[config.mk]
export PLATFORM = sky130hd
export DESIGN_NAME = mem_access_unit
export DESIGN_NICKNAME = d
export VERILOG_FILES = /design/src/rtl/mem_access_unit.sv
export SDC_FILE = /design/constraint.sdc
export NUM_CORES = 1
export LEC_CHECK = 0
export ABC_AREA = 1
export BUFFER_PORTS_ARGS = -buffer_cell sky130_fd_sc_hd__buf_2
export CORE_MARGIN = 4
export CORE_UTILIZATION = 45
export DETAILED_ROUTE_END_ITERATION = 12
export PLACE_DENSITY = 0.84
export SETUP_SLACK_MARGIN = 0.05
export SYNTH_ARGS = -nofsm -noshare
export SYNTH_HDL_FRONTEND = slang
export SYNTH_SLANG_ARGS = --single-unit
[constraint.sdc]
create_clock -name clk -period 1.5 [get_ports clk]
set_input_delay 0.15 -clock clk [delete_from_list [all_inputs] [get_ports clk]]
set_output_delay 0.15 -clock clk [all_outputs]
set_load 0.02 [all_outputs]
[src/rtl/mem_access_unit.sv]
// mem_access_unit
//   MEM-stage load/store unit sitting between the EX/MEM pipeline register
//   and WB. Memory ops are issued on a req/gnt/rvalid data bus; upstream is
//   stalled until the access completes, errors or times out. Non-memory ops
//   pass straight through to the registered writeback fields (1-cycle).
//
// Ports
//   clk, reset_n            clock (rising edge), async active-low reset
//   in_valid, mem_*         EX/MEM slot contents
//   mem_stall               upstream must hold EX/MEM this cycle
//   dmem_req/we/addr/wdata/be, dmem_gnt/rvalid/rdata/err   data bus
//   wb_valid/rd/reg_write/wdata                             MEM/WB fields
//   misalign_exc, bus_err_exc                               exception pulses
module mem_access_unit #(
    parameter int unsigned TIMEOUT_CYCLES = 16
) (
    input  logic        clk,
    input  logic        reset_n,
    input  logic        in_valid,
    input  logic [31:0] mem_alu_result,
    input  logic [31:0] mem_rs2_val,
    input  logic [4:0]  mem_rd,
    input  logic        mem_mem_read,
    input  logic        mem_mem_write,
    input  logic        mem_reg_write,
    input  logic [2:0]  mem_funct3,
    input  logic        mem_jal,
    input  logic [31:0] mem_pc_plus4,
    output logic        mem_stall,
    output logic        dmem_req,
    output logic        dmem_we,
    output logic [31:0] dmem_addr,
    output logic [31:0] dmem_wdata,
    output logic [3:0]  dmem_be,
    input  logic        dmem_gnt,
    input  logic        dmem_rvalid,
    input  logic [31:0] dmem_rdata,
    input  logic        dmem_err,
    output logic        wb_valid,
    output logic [4:0]  wb_rd,
    output logic        wb_reg_write,
    output logic [31:0] wb_wdata,
    output logic        misalign_exc,
    output logic        bus_err_exc
);

    localparam int unsigned CW = $clog2(TIMEOUT_CYCLES);

    typedef enum logic [1:0] {ST_IDLE, ST_REQ, ST_WAIT} state_t;

    state_t          state, next_state;
    logic [CW-1:0]   cnt;
    logic [4:0]      op_rd;
    logic            op_reg_write;
    logic [2:0]      op_funct3;

    logic            mem_op, misaligned;
    logic            accept, passthru, misalign_now;
    logic            complete, resp, err_now, timeout_hit;
    logic [3:0]      be_new;
    logic [31:0]     wdata_new, shifted, load_data;

    assign mem_op      = in_valid & (mem_mem_read | mem_mem_write);
    assign misaligned  = ((mem_funct3[1:0] == 2'b01) & mem_alu_result[0]) |
                         ((mem_funct3[1:0] == 2'b10) & (mem_alu_result[1:0] != 2'b00));
    assign timeout_hit = (cnt == CW'(TIMEOUT_CYCLES - 1));

    always_comb begin
        be_new    = 4'b1111;
        wdata_new = mem_rs2_val;
        case (mem_funct3[1:0])
            2'b00: begin
                be_new    = 4'b0001 << mem_alu_result[1:0];
                wdata_new = {4{mem_rs2_val[7:0]}};
            end
            2'b01: begin
                be_new    = 4'b0011 << mem_alu_result[1:0];
                wdata_new = {2{mem_rs2_val[15:0]}};
            end
            default: ;
        endcase
        if (!mem_mem_write) wdata_new = '0;
    end

    // Addresses of aligned halves have addr[0]=0, so the byte-lane shift also
    // selects the correct halfword.
    assign shifted = dmem_rdata >> {dmem_addr[1:0], 3'b000};

    always_comb begin
        case (op_funct3)
            3'b000:  load_data = {{24{shifted[7]}}, shifted[7:0]};
            3'b001:  load_data = {{16{shifted[15]}}, shifted[15:0]};
            3'b100:  load_data = {24'b0, shifted[7:0]};
            3'b101:  load_data = {16'b0, shifted[15:0]};
            default: load_data = dmem_rdata;
        endcase
    end

    always_comb begin
        next_state   = state;
        accept       = 1'b0;
        passthru     = 1'b0;
        misalign_now = 1'b0;
        complete     = 1'b0;
        resp         = 1'b0;
        err_now      = 1'b0;
        mem_stall    = 1'b0;
        case (state)
            ST_IDLE: begin
                if (mem_op) begin
                    if (misaligned) begin
                        misalign_now = 1'b1;
                    end else begin
                        accept     = 1'b1;
                        mem_stall  = 1'b1;
                        next_state = ST_REQ;
                    end
                end else if (in_valid) begin
                    passthru = 1'b1;
                end
            end
            ST_REQ: begin
                if (dmem_gnt && dmem_rvalid) begin
                    complete = 1'b1;
                    resp     = 1'b1;
                    err_now  = dmem_err;
                end else if (timeout_hit) begin
                    complete = 1'b1;
                    err_now  = 1'b1;
                end else if (dmem_gnt) begin
                    next_state = ST_WAIT;
                end
                mem_stall = ~complete;
                if (complete) next_state = ST_IDLE;
            end
            ST_WAIT: begin
                if (dmem_rvalid) begin
                    complete = 1'b1;
                    resp     = 1'b1;
                    err_now  = dmem_err;
                end else if (timeout_hit) begin
                    complete = 1'b1;
                    err_now  = 1'b1;
                end
                mem_stall = ~complete;
                if (complete) next_state = ST_IDLE;
            end
            default: next_state = ST_IDLE;
        endcase
    end

    always_ff @(posedge clk or negedge reset_n) begin
        if (!reset_n) begin
            state        <= ST_IDLE;
            cnt          <= '0;
            dmem_req     <= 1'b0;
            dmem_we      <= 1'b0;
            dmem_addr    <= '0;
            dmem_wdata   <= '0;
            dmem_be      <= '0;
            op_rd        <= '0;
            op_reg_write <= 1'b0;
            op_funct3    <= '0;
            wb_valid     <= 1'b0;
            wb_rd        <= '0;
            wb_reg_write <= 1'b0;
            wb_wdata     <= '0;
            misalign_exc <= 1'b0;
            bus_err_exc  <= 1'b0;
        end else begin
            state    <= next_state;
            dmem_req <= (next_state == ST_REQ);
            if (next_state == ST_IDLE || state == ST_IDLE) cnt <= '0;
            else                                           cnt <= cnt + 1'b1;

            if (accept) begin
                dmem_we      <= mem_mem_write;
                dmem_addr    <= mem_alu_result;
                dmem_wdata   <= wdata_new;
                dmem_be      <= be_new;
                op_rd        <= mem_rd;
                op_reg_write <= mem_reg_write;
                op_funct3    <= mem_funct3;
            end

            wb_valid     <= passthru | misalign_now | complete;
            misalign_exc <= misalign_now;
            bus_err_exc  <= complete & err_now;

            if (passthru) begin
                wb_rd        <= mem_rd;
                wb_reg_write <= mem_reg_write;
                wb_wdata     <= mem_jal ? mem_pc_plus4 : mem_alu_result;
            end else if (misalign_now) begin
                wb_rd        <= mem_rd;
                wb_reg_write <= 1'b0;
            end else if (complete) begin
                wb_rd        <= op_rd;
                wb_reg_write <= op_reg_write & ~dmem_we & ~err_now;
                if (resp && !dmem_we) wb_wdata <= load_data;
            end
        end
    end

endmodule

==> out/results.ini <==
[run_status]
outcome = finished, violations left
violations = setup timing

[detailed_routing]
drt_first_pass_iters = 8
drt_iter0_drc = 1013
drcViolationCount = 0
wire_per_inst_um = 22.4
routed_wirelength_um = 32700
ant_nets = 0
drt-vias-per-instance = 5.97
dr_total_vias = 8720

[timing]
period_share = 1.29
worst_pin_slew_ns = 0.534
setup_violations = 126
finalHoldViolations = 0
fmax_mhz = 516
rsz0062_at_grt = yes
skew_ns = 0.0108
slew_headroom = 0.641
fin_ws_ns = -0.436
tns_ns = -32.65
drv_slew = 0
period_needed_ns = 1.94

[die]
die-width_um = 129
die_y_um = 129
rows = 43
core-area_um2 = 14100
io_pins = 258
die_area_um2 = 16600
start_util = 0.467

[yosys]
synth_edf_count = 0
yosys_warnings = 0
synth_area_um2 = 6580
yosysTopAreaCell = dfrtp_1
synth.avg_cell_area_um2 = 7.41
synth.area.top_cells = dfrtp_1, nand2_1, nand3_1, inv_1, o21ai_0
ys_seq_elements = 126
ys_seq_area_frac = 0.479
synthArstFlopShare = 1.00
synth_top_flop_cell = dfrtp_1
yosysUniqueCellTypes = 32
netlist_instances = 888
syn_nets = 1039
yosysTopAreaCellShare = 0.479

[finish]
fillCellCount = 733
layout-drive-gt1-share = 0.510
final_common_cell = buf_2
finish.utilization = 0.826
syn_to_final_growth_pct = 77.1
final_cell_mix = buf_2, nand2_1, dfrtp_1
fin_nets = 1417

[global_route]
grt_pass1_wl_um = 42800
grt_pass1_vias = 8183
grt_use_total = 0.331
antenna_found_initial = 1
grt_max_degree = 42
grt_overflow = 0

[setup_path]
critPathSlowestCell = dfrtp_1
worstPathCellList = inv_2 -> ha_4 -> nand2_4 -> nor3_4 -> buf_4 -> buf_8 -> buf_12 -> clkbuf_16 -> a21oi_1 -> nand2_1 -> nand3_2 -> nand2_1
crit_path_start_kind = flip-flop
cp_top_family = buffers and inverters
cpMostUsedCell = nand2_1
cp.required_ns = 1.81
worst-path-buf-inv = 5
critical_path_class = reg -> reg
slowest_delay_ns = 0.40
cp_max_fo = 4
cp.arrival_ns = 2.25
end_kind = flip-flop

[pwr]
power_density_nw_per_um2 = 1920
p_leak_nw = 6.11
vdd_drop_max_mv = 1.32

[clocking]
h-tree-depth = 4
root_buffer = clkbuf_16
cts_made_buffers = 17
cts_num_sinks = 126
clock_latency_ns = 0.42
clkTransAtPathRegs_ns = 0.06
clock_path_buffers = 2
cts_tree = done

[hold_path]
hp-class = in -> reg

[place]
place.gp.congestion = 0.921
portBuffers = 257
hpwl_um = 17200

[flow_run]
drv_cap = 0

-- worst reg2reg max path, delay by kind of cell, from the launching register on --
kind,cells,cell delay [ns]
simple gates,5,0.46
flops,1,0.40
buf+inv,5,0.63
fa+ha+maj,1,0.18
compound gates,1,0.17
-- synthesized netlist by cell type, types with 2 or more instances --
master / number
nor2_1: 37
o221ai_1: 6
inv_2: 8
o211ai_1: 18
inv_1: 60
buf_1: 2
clkbuf_1: 15
nand2_2: 2
nand2_1: 355
buf_2: 21
a21oi_1: 43
nand3_1: 71
buf_4: 8
o22ai_1: 8
a31oi_1: 9
nand3_2: 3
dfrtp_1: 126
o21ai_0: 44
nor3_1: 2
ha_1: 5
o21ai_1: 34
-- registers in the layout (all words and copies together) (netlist names), 2 cells and up --
register,count
wb_wdata,32
dmem_be,4
dmem_wdata,32
state,2
cnt,4
dmem_addr,32
op_rd,5
wb_rd,5
op_funct3,3
-- layout make-up --
| class | count | area, um^2 | share of cell area |
|---|---|---|---|
| multi-input combinational | 647 | 4080 | 0.351 |
| timing repair buffer | 403 | 3260 | 0.280 |
| sequential | 126 | 3160 | 0.271 |
| clock buffer | 19 | 443 | 0.0380 |
| inverter | 69 | 310 | 0.0266 |
| tap | 180 | 225 | 0.0193 |
| clock inverter | 13 | 140 | 0.0120 |
| timing repair inverter | 2 | 22.5 | 0.00193 |
| antenna | 1 | 2.50 | 0.000215 |
-- through the flow --
step | std cells | power (mW) | instance area, um^2 | hold WS (ns) | worst slack, ns
floorplan | 888 | 11.2 | 6770 | -0.146 | -0.0948
global route | 1459 | 23.3 | 11600 | 0.0190 | -0.480
global placement | 1338 | 14.3 | 8570 | 0.0990 | -0.119
CTS | 1444 | 20.4 | 10700 | 0.000171 | -0.335
finish | 1460 | 22.3 | 11600 | 0.000890 | -0.436
detailed placement | 1338 | 14.5 | 8570 | 0.0945 | -0.176
-- logic make-up (layout without fill, tap and decap cells) --
| group | Yosys count | count (layout) | synth area share |
|---|---|---|---|
| flops | 126 | 126 | 0.479 |
| simple gates | 474 | 475 | 0.292 |
| fa+ha+maj | 5 | 5 | 0.00951 |
| other cells | 0 | 1 | 0 |
| compound gates | 165 | 165 | 0.140 |
| buf+inv | 116 | 506 | 0.0763 |
| xor+xnor | 2 | 2 | 0.00266 |
-- report_power, final --
| part | leakage [nW] | internal (mW) | switching, mW |
|---|---|---|---|
| logic | 4.24 | 4.73 | 7.36 |
| registers | 1.60 | 4.90 | 1.17 |
| clock network | 0.276 | 2.49 | 1.65 |
-- layer usage --
layer	vias to the layer above	GRT usage	wire length (um)
met5	-	0	0
met4	0	0.177	2180
met3	248	0.100	3940
met2	795	0.538	15500
met1	4022	0.395	11000
li1	3655	-	-
-- path summary, 6_finish.rpt --
check | cells past startpoint | slack, ns | from | endpoint
worst max-delay path | 12 | -0.44 | state[1] | wb_wdata[17]
worst min-delay path | 3 | 0.0009 | mem_rs2_val[10] | dmem_wdata[10]
worst max register to register | 12 | -0.44 | state[1] | wb_wdata[17]
worst min register to register | 2 | 0.47 | wb_wdata[30] | wb_wdata[30]
max in group asynchronous | 3 | 0.71 | reset_n | wb_wdata[13]
min in group asynchronous | 2 | 0.23 | reset_n | dmem_addr[16]
-- repair_timing --
action	in CTS	in global routing
gates resized for setup	207	190
setup endpoints to repair	119	127
hold buffers	34	0
cloned	19	9
pin swaps	22	71
endpoints found under the hold margin	73	0
setup buffers	21	15
Note: power is estimated with default switching activity, not from simulation.
